===== src/rtl/instr_seq_if.sv =====
// Instruction sequencer bus: run control, fetch port,
// decoded register fields, phase strobes and status.
interface instr_seq_if;
  logic        start;
  logic        stop;
  logic [31:0] Inst_Code;
  logic [31:0] IM_Addr;
  logic [4:0]  R_Addr_A;
  logic [4:0]  R_Addr_B;
  logic [4:0]  W_Addr;
  logic [3:0]  ALU_OP;
  logic        Reg_Write;
  logic        clk_RR;
  logic        clk_F;
  logic        clk_WB;
  logic        busy;
  logic        halted;
  logic        ill;
  logic [31:0] retired;

  modport master (
    input  start,
    input  stop,
    input  Inst_Code,
    output IM_Addr,
    output R_Addr_A,
    output R_Addr_B,
    output W_Addr,
    output ALU_OP,
    output Reg_Write,
    output clk_RR,
    output clk_F,
    output clk_WB,
    output busy,
    output halted,
    output ill,
    output retired
  );

  modport slave (
    output start,
    output stop,
    output Inst_Code,
    input  IM_Addr,
    input  R_Addr_A,
    input  R_Addr_B,
    input  W_Addr,
    input  ALU_OP,
    input  Reg_Write,
    input  clk_RR,
    input  clk_F,
    input  clk_WB,
    input  busy,
    input  halted,
    input  ill,
    input  retired
  );
endinterface


===== src/rtl/instr_seq.sv =====
// Multi-cycle R-type instruction sequencer:
// IF -> ID -> RR -> EX -> WB with one-cycle phase strobes.
module instr_seq #(
  parameter logic [31:0] PC_RESET = 32'h0000_0000,
  parameter logic [6:0]  OPC_R    = 7'b0110011
) (
  input logic         clk,
  input logic         rst,
  instr_seq_if.master bus
);

  typedef enum logic [2:0] {
    S_IDLE,
    S_IF,
    S_ID,
    S_RR,
    S_EX,
    S_WB,
    S_HALT
  } state_e;

  state_e      state_q, state_d;
  logic [31:0] pc_q, pc_d;
  logic [31:0] ir_q, ir_d;
  logic [31:0] ret_q, ret_d;
  logic        ill_q, ill_d;
  logic        rr_q, f_q, wb_q;
  logic        we_q, we_d;
  logic        busy_q, halt_q;
  logic        op_legal;
  logic        rd_nz;

  assign op_legal = (ir_q[6:0] == OPC_R);
  assign rd_nz    = (ir_q[11:7] != 5'd0);

  // Next state, PC, IR, retire count and sticky illegal flag
  always_comb begin
    state_d = state_q;
    pc_d    = pc_q;
    ir_d    = ir_q;
    ret_d   = ret_q;
    ill_d   = ill_q;
    unique case (state_q)
      S_IDLE: begin
        if (bus.start) state_d = S_IF;
      end
      S_IF: begin
        ir_d    = bus.Inst_Code;
        state_d = S_ID;
      end
      S_ID: begin
        if (ir_q == 32'h0) begin
          state_d = S_HALT;
        end else begin
          state_d = S_RR;
          if (!op_legal) ill_d = 1'b1;
        end
      end
      S_RR: state_d = S_EX;
      S_EX: state_d = S_WB;
      S_WB: begin
        pc_d    = pc_q + 32'd4;
        ret_d   = ret_q + 32'd1;
        state_d = bus.stop ? S_IDLE : S_IF;
      end
      S_HALT: state_d = S_HALT;
      default: state_d = S_IDLE;
    endcase
  end

  // Write enable is decided while IR is already stable
  assign we_d = (state_d == S_WB) && op_legal && rd_nz;

  // State register plus every output derived from the next state
  always_ff @(posedge clk) begin
    if (rst) begin
      state_q <= S_IDLE;
      pc_q    <= PC_RESET;
      ir_q    <= 32'h0;
      ret_q   <= 32'h0;
      ill_q   <= 1'b0;
      rr_q    <= 1'b0;
      f_q     <= 1'b0;
      wb_q    <= 1'b0;
      we_q    <= 1'b0;
      busy_q  <= 1'b0;
      halt_q  <= 1'b0;
    end else begin
      state_q <= state_d;
      pc_q    <= pc_d;
      ir_q    <= ir_d;
      ret_q   <= ret_d;
      ill_q   <= ill_d;
      rr_q    <= (state_d == S_RR);
      f_q     <= (state_d == S_EX);
      wb_q    <= (state_d == S_WB);
      we_q    <= we_d;
      busy_q  <= !(state_d inside {S_IDLE, S_HALT});
      halt_q  <= (state_d == S_HALT);
    end
  end

  assign bus.IM_Addr   = pc_q;
  assign bus.R_Addr_A  = ir_q[19:15];
  assign bus.R_Addr_B  = ir_q[24:20];
  assign bus.W_Addr    = ir_q[11:7];
  assign bus.ALU_OP    = {ir_q[30], ir_q[14:12]};
  assign bus.Reg_Write = we_q;
  assign bus.clk_RR    = rr_q;
  assign bus.clk_F     = f_q;
  assign bus.clk_WB    = wb_q;
  assign bus.busy      = busy_q;
  assign bus.halted    = halt_q;
  assign bus.ill       = ill_q;
  assign bus.retired   = ret_q;

endmodule

===== src/flat_wrapper.sv =====
// flat-port wrapper written by rule: the top's interface ports become plain ports
module instr_seq_flat 
#(
  parameter logic [31:0] PC_RESET = 32'h0000_0000,
  parameter logic [6:0]  OPC_R    = 7'b0110011
)
  (clk, rst, bus_start, bus_stop, bus_Inst_Code, bus_IM_Addr, bus_R_Addr_A, bus_R_Addr_B, bus_W_Addr, bus_ALU_OP, bus_Reg_Write, bus_clk_RR, bus_clk_F, bus_clk_WB, bus_busy, bus_halted, bus_ill, bus_retired);
  instr_seq_if bus_i ();
  input logic clk;
  input logic rst;
  input wire logic [$bits(bus_i.start)-1:0] bus_start;
  input wire logic [$bits(bus_i.stop)-1:0] bus_stop;
  input wire logic [$bits(bus_i.Inst_Code)-1:0] bus_Inst_Code;
  output wire logic [$bits(bus_i.IM_Addr)-1:0] bus_IM_Addr;
  output wire logic [$bits(bus_i.R_Addr_A)-1:0] bus_R_Addr_A;
  output wire logic [$bits(bus_i.R_Addr_B)-1:0] bus_R_Addr_B;
  output wire logic [$bits(bus_i.W_Addr)-1:0] bus_W_Addr;
  output wire logic [$bits(bus_i.ALU_OP)-1:0] bus_ALU_OP;
  output wire logic [$bits(bus_i.Reg_Write)-1:0] bus_Reg_Write;
  output wire logic [$bits(bus_i.clk_RR)-1:0] bus_clk_RR;
  output wire logic [$bits(bus_i.clk_F)-1:0] bus_clk_F;
  output wire logic [$bits(bus_i.clk_WB)-1:0] bus_clk_WB;
  output wire logic [$bits(bus_i.busy)-1:0] bus_busy;
  output wire logic [$bits(bus_i.halted)-1:0] bus_halted;
  output wire logic [$bits(bus_i.ill)-1:0] bus_ill;
  output wire logic [$bits(bus_i.retired)-1:0] bus_retired;
  assign bus_i.start = bus_start;
  assign bus_i.stop = bus_stop;
  assign bus_i.Inst_Code = bus_Inst_Code;
  assign bus_IM_Addr = bus_i.IM_Addr;
  assign bus_R_Addr_A = bus_i.R_Addr_A;
  assign bus_R_Addr_B = bus_i.R_Addr_B;
  assign bus_W_Addr = bus_i.W_Addr;
  assign bus_ALU_OP = bus_i.ALU_OP;
  assign bus_Reg_Write = bus_i.Reg_Write;
  assign bus_clk_RR = bus_i.clk_RR;
  assign bus_clk_F = bus_i.clk_F;
  assign bus_clk_WB = bus_i.clk_WB;
  assign bus_busy = bus_i.busy;
  assign bus_halted = bus_i.halted;
  assign bus_ill = bus_i.ill;
  assign bus_retired = bus_i.retired;
  instr_seq #(.PC_RESET(PC_RESET), .OPC_R(OPC_R)) u_core (.clk(clk), .rst(rst), .bus(bus_i));
endmodule

===== config.mk =====
export PLATFORM = sky130hd
export DESIGN_NAME = instr_seq_flat
export DESIGN_NICKNAME = d
export VERILOG_FILES = /design/src/rtl/instr_seq_if.sv /design/src/rtl/instr_seq.sv /design/src/flat_wrapper.sv
export SDC_FILE = /design/constraint.sdc
export NUM_CORES = 1
export LEC_CHECK = 0
export ABC_AREA = 1
export ABC_CLOCK_PERIOD_IN_PS = 1970
export CAP_MARGIN = 20
export CORE_ASPECT_RATIO = 0.8
export CORE_MARGIN = 3
export CORE_UTILIZATION = 52
export CTS_BUF_LIST = sky130_fd_sc_hd__clkbuf_2
export DETAILED_ROUTE_END_ITERATION = 10
export HOLD_SLACK_MARGIN = 0.15
export MAX_ROUTING_LAYER = met4
export PLACE_DENSITY = 0.93
export SYNTH_ARGS = -nofsm -noshare
export SYNTH_HDL_FRONTEND = slang
export SYNTH_SLANG_ARGS = --single-unit

===== constraint.sdc =====
create_clock -name clk -period 1.97 [get_ports clk]
set_clock_uncertainty 0.2 [all_clocks]
set_input_delay 0.394 -clock clk [delete_from_list [all_inputs] [get_ports clk]]
set_output_delay 0.394 -clock clk [all_outputs]
set_load 0.01 [all_outputs]

[Yosys cells after proc, flatten, opt, wreduce, memory -nomap -nowiden]
Index checks and enable logic that the tools add are counted.
Storage, ports and cells
  flip-flop bits (word level): 106
  input bits: 36
  word-level logic and storage cells: 39
Cells by class
  add/subtract/negate cells: 2
  equal/unequal tests: 11
  mux-type cells: 4
  bitwise operators: 2
  reductions and logical operators: 9
Operator list (number)
  $add A32 B1 Y32 const B: 1
  $add A32 B3 Y32 const B: 1
  $logic_not A32 Y1: 1
  $pmux W3 S7: 1
  $eq A3 B3 Y1 const B: 6
  $eq A3 B2 Y1 const B: 3
  $eq A7 B6 Y1 const B: 1
  $logic_not A3 Y1: 2
  $mux W3: 2
  $reduce_bool A5 Y1: 1
  $eq A3 B1 Y1 const B: 1
  $reduce_and A3 Y1: 1
  $logic_and A1 B1 Y1: 2
  $not A1 Y1: 2
  $reduce_bool A2 Y1: 1
  $logic_not A1 Y1: 1
  $mux W1: 1

[Depth between registers and ports, before layout]
  word-level depth: 6
  gate-level depth with buffers: 10

[Least setup slack after synthesis]
No wires, ideal clock.
  kind: reg-to-reg
  start point: reg u_core.pc_q[2], in the netlist u_core.bus.IM_Addr[2]
  end point: reg u_core.pc_q[20], in the netlist u_core.bus.IM_Addr[20]
  library setup time: 115 ps
  arrival time: 1463 ps
  slack: 192 ps
  cell stages (with the launch flop): 9
  clock period less this slack: 1778 ps
  cell sequence: dfxtp_1 ha_1 nand3_1 nor2_4 nand3_4 nor2_8 nand3_1 o21ai_1 nor2_1
On the way
  word-level cells in the longest chain between the ends: 1
RTL lines
  from (decl): RTL line instr_seq.sv:23  | logic [31:0] pc_q, pc_d;
  from (signal assigned): RTL line instr_seq.sv:90  | pc_q <= pc_d;
  $add A32 B3 Y32: RTL line instr_seq.sv:62  | pc_d = pc_q + 32'd4;
No other way between the ends.
A chain may end at the register's enable or synchronous reset.

[Worst setup path in the final report]
  start point: reg u_core.ret_q[30], in the netlist u_core.bus.retired[30]
  end point: out bus_retired[30]
RTL lines
  from (decl): RTL line instr_seq.sv:25  | logic [31:0] ret_q, ret_d;
  from (signal assigned): RTL line instr_seq.sv:92  | ret_q <= ret_d;
  to (decl): RTL line flat_wrapper.sv:26  | output wire logic [$bits(bus_i.retired)-1:0] bus_retired;
No word-level cell between the ends.

==> results.cfg <==
[final_layout]
drive_gt1_frac = 0.228
antenna_cells = 0
area_growth_pct = 37.8
fin_util = 0.744
nNetsFinal = 1000

[synth]
synth_warnings = 0
netlist-cell-type-count = 33
synthFlopType = dfxtp_1
synthArstFlopShare = 0
synth_area_um2 = 5250
yosys.area.top_type = dfxtp_1
synthCells = 781
synth-edff-count = 0
seq_area_frac_synth = 0.396
syn_avg_cell_area_um2 = 6.72
synth-seq-cells = 104
synth.top_cell.area_share = 0.396
ys_top_cells_by_area = dfxtp_1, nand2_1, nor2_1

[clocking]
htree_num_levels = 3
numCtsBuffers = 9
cts.sinks = 104
cts_tree = yes
clk_path_buf_depth = 2
clock-root-buffer = clkbuf_2
clkLatencyLatePin_ns = 0.58
clk_pin_slew_worst_paths_ns = 0.29

[die]
dieArea_um2 = 11300
pin_count = 126
initial_utilization = 0.540
num_rows = 32
die_h_um = 95.9
die_x_um = 118
core_um2 = 9730

[power_and_ir_drop]
p_comb_frac = 0.175
max-vdd-ir-drop_mv = 0.485
power_density_nw_per_um2 = 532
p_seq_frac = 0.590
total_power_mw = 3.85
p_sw_mw = 1.16
p_leak_nw = 3.28
swShare = 0.300
pwr-share-clk = 0.235
p_int_mw = 2.69

[route]
vias = 5496
wirelength_mm = 14.4
wl_per_cell_um = 13.0
postRouteAntennaNets = 0
drc = 0
via_per_inst = 4.98
drt_iter0_markers = 429
dr.pass1.iters = 5

[timing]
maxSlewViolCount = 0
layout_setup_ws_ns = 0.0793
setup_violations = 0
hold_viol = 0
period_share = 0.960
whs_ns = 0.190
period_needed_ns = 1.89
max_freq_ghz = 0.529

[critical_path]
crit_family = flip-flops
crit_arrival_ns = 1.30
start_kind = flip-flop
path_buf_inv = 1
cp.required_ns = 1.38
cp_max_fo = 5
r2r-start = u_core.bus.retired[8]$_SDFFE_PP0N_
end_kind = primary output
critPathSlowestCell = dfxtp_4
cp-endpoint = bus_retired[30]
cp_slowest_stage_delay_ns = 0.45
path_depth = 1
r2r_cells = 9
crit_chain = dlygate4sd2_1
reg2reg_slack_ns = 0.12
worstSetupPathType = reg -> out
rr_endpoint = u_core.bus.retired[31]$_SDFFE_PP0N_
critPathLaunch = u_core.bus.retired[30]$_SDFFE_PP0N_

[global_route]
grt_pass1_wl_mm = 23.3
grt_pass1_vias = 5067
globalRouteMet1Util = 0.325
grt_util_met2 = 0.430
antenna_found_initial = 0
track_usage = 0.257
grt_max_degree = 65
grtUsageMet3 = 0.0558
grt_overflow = 0
top_usage_layer = met2

[placed_design]
gp_congestion = 0.890
dpl.hpwl_mm = 9.39
numPortBuffers = 123
post-place-ws_ns = 0.0839

[run]
drv_cap = 0

[hold_path]
hold_path.class = in -> reg

[status]
status = complete, no violations
==> synth_stat cells, types with 2 or more instances <==
master    instances
nand3_4           3
ha_1              2
nor3_1           10
dfxtp_1         104
nor2_8            3
nand2_1         201
inv_1            74
nand3_2           3
buf_4            21
clkbuf_1         16
nand3b_1         10
o21a_1            4
nor2_1          143
nand3_1          25
a21oi_1          73
o21ai_1           5
nand4_2           3
o21ai_0          43
nor2_4            5
nor2_2            2
xnor2_1           3
xor2_1           10
inv_2             4
buf_2             5
==> flip-flops by register name, indices dropped and copies added, names as in the netlist <==
name	count
u_core.bus.IM_Addr	30
u_core.bus.Reg_Write	1
u_core.bus.busy	1
u_core.bus.clk_F	1
u_core.bus.clk_RR	1
u_core.bus.clk_WB	1
u_core.bus.halted	1
u_core.bus.ill	1
u_core.bus.retired	32
u_core.ir_q	32
u_core.state_q	3
==> through the flow <==
stage                     TNS [ns]  instance area [µm²]  instances
after detailed placement         0                 6530       1011
after CTS                        0                 7210       1100
after floorplan                  0                 5260        782
after global routing      -0.00224                 7240       1103
after global placement           0                 6530       1011
final                            0                 7240       1103
==> layer usage <==
metal / part of all wire / vias up
met5: 0 / -
met4: 0.011 / 0
met3: 0.066 / 14
met2: 0.47 / 192
met1: 0.45 / 2481
li1: - / 2809
==> worst reg2reg max path, delay by kind of cell (launching register included) <==
kind                   cells  cell delay [ns]
AO/OA/AOI/OAI              1             0.13
buffers and inverters      1             0.13
flip-flops                 1             0.40
AND/OR/NAND/NOR            7             0.92
==> worst min path at each step <==
| stage | from | endpoint | depth (start not counted) |
|---|---|---|---|
| floorplan | u_core.ir_q[3]$_SDFFE_PP0P_ | u_core.ir_q[3]$_SDFFE_PP0P_ | 2 |
| finish | bus_Inst_Code[27] | u_core.ir_q[27]$_SDFFE_PP0P_ | 3 |
| detailed placement | u_core.ir_q[26]$_SDFFE_PP0P_ | u_core.ir_q[26]$_SDFFE_PP0P_ | 2 |
| CTS | bus_Inst_Code[17] | u_core.ir_q[17]$_SDFFE_PP0P_ | 3 |
| global placement | u_core.ir_q[31]$_SDFFE_PP0P_ | u_core.ir_q[31]$_SDFFE_PP0P_ | 2 |
| global route | bus_Inst_Code[28] | u_core.ir_q[28]$_SDFFE_PP0P_ | 3 |
==> layout by cell type, fill, tap and decap left out, types with 2 or more instances in the layout <==
cell | Yosys | final
nand3_2 | 3 | 4
nor3_1 | 10 | 10
o21ai_0 | 43 | 43
nor2_4 | 5 | 6
nor2_1 | 143 | 141
ha_1 | 2 | 2
nand3_4 | 3 | 3
xnor2_1 | 3 | 3
clkbuf_2 | 0 | 14
dfxtp_2 | 0 | 69
dlygate4sd2_1 | 0 | 83
nor2_8 | 3 | 3
o21a_1 | 4 | 4
nand4_2 | 3 | 3
xor2_1 | 10 | 10
a21oi_1 | 73 | 73
clkinv_4 | 0 | 2
clkdlybuf4s50_1 | 0 | 35
nand3b_1 | 10 | 10
inv_1 | 74 | 74
nand2_1 | 201 | 201
inv_2 | 4 | 4
clkinvlp_4 | 0 | 3
clkinv_1 | 1 | 2
buf_4 | 21 | 84
dfxtp_1 | 104 | 20
nor2_2 | 2 | 3
buf_12 | 0 | 3
dfxtp_4 | 0 | 15
conb_1 | 1 | 2
o21ai_1 | 5 | 5
nand3_1 | 25 | 24
==> cell type report <==
cell class                      instances  area (µm²)
Sequential cell                       104        2220
Clock buffer                            9        45.0
Fill cell                             788        2490
Inverter                               79         297
Tap cell                              136         170
Multi-Input combinational cell        557        2650
Clock inverter                          7        48.8
Timing Repair Buffer                  211        1800
==> power by group through the flow <==
stage / clock (mW) / sequential [mW] / combinational [mW]
final: 0.903 / 2.27 / 0.675
after floorplan: 0 / 2.32 / 0.410
after CTS: 0.912 / 2.27 / 0.669
after global routing: 1.01 / 2.29 / 0.755
after global placement: 0 / 2.33 / 0.603
after detailed placement: 0 / 2.34 / 0.623
==> cells by family (layout without fill, tap and decap cells) <==
group,after synthesis,count (layout),share of synthesized area
and+or+nand+nor,414,414,0.351
adders and majority gates,2,2,0.00476
xor gates and xnor gates,13,13,0.0217
other,1,2,0.000714
buffers and inverters,121,306,0.103
DFF,104,104,0.396
AOI/OAI and AO/OA,126,126,0.123
==> timing repair <==
action,4_1_cts,5_1_grt
gates cloned,0,0
hold buffers,0,1
hold endpoints to repair,0,1
buffers inserted,73,2
endpoints found under the setup margin,88,17
resized for setup,190,10
pin swaps,0,1
Note: power is estimated with default switching activity, not from simulation.
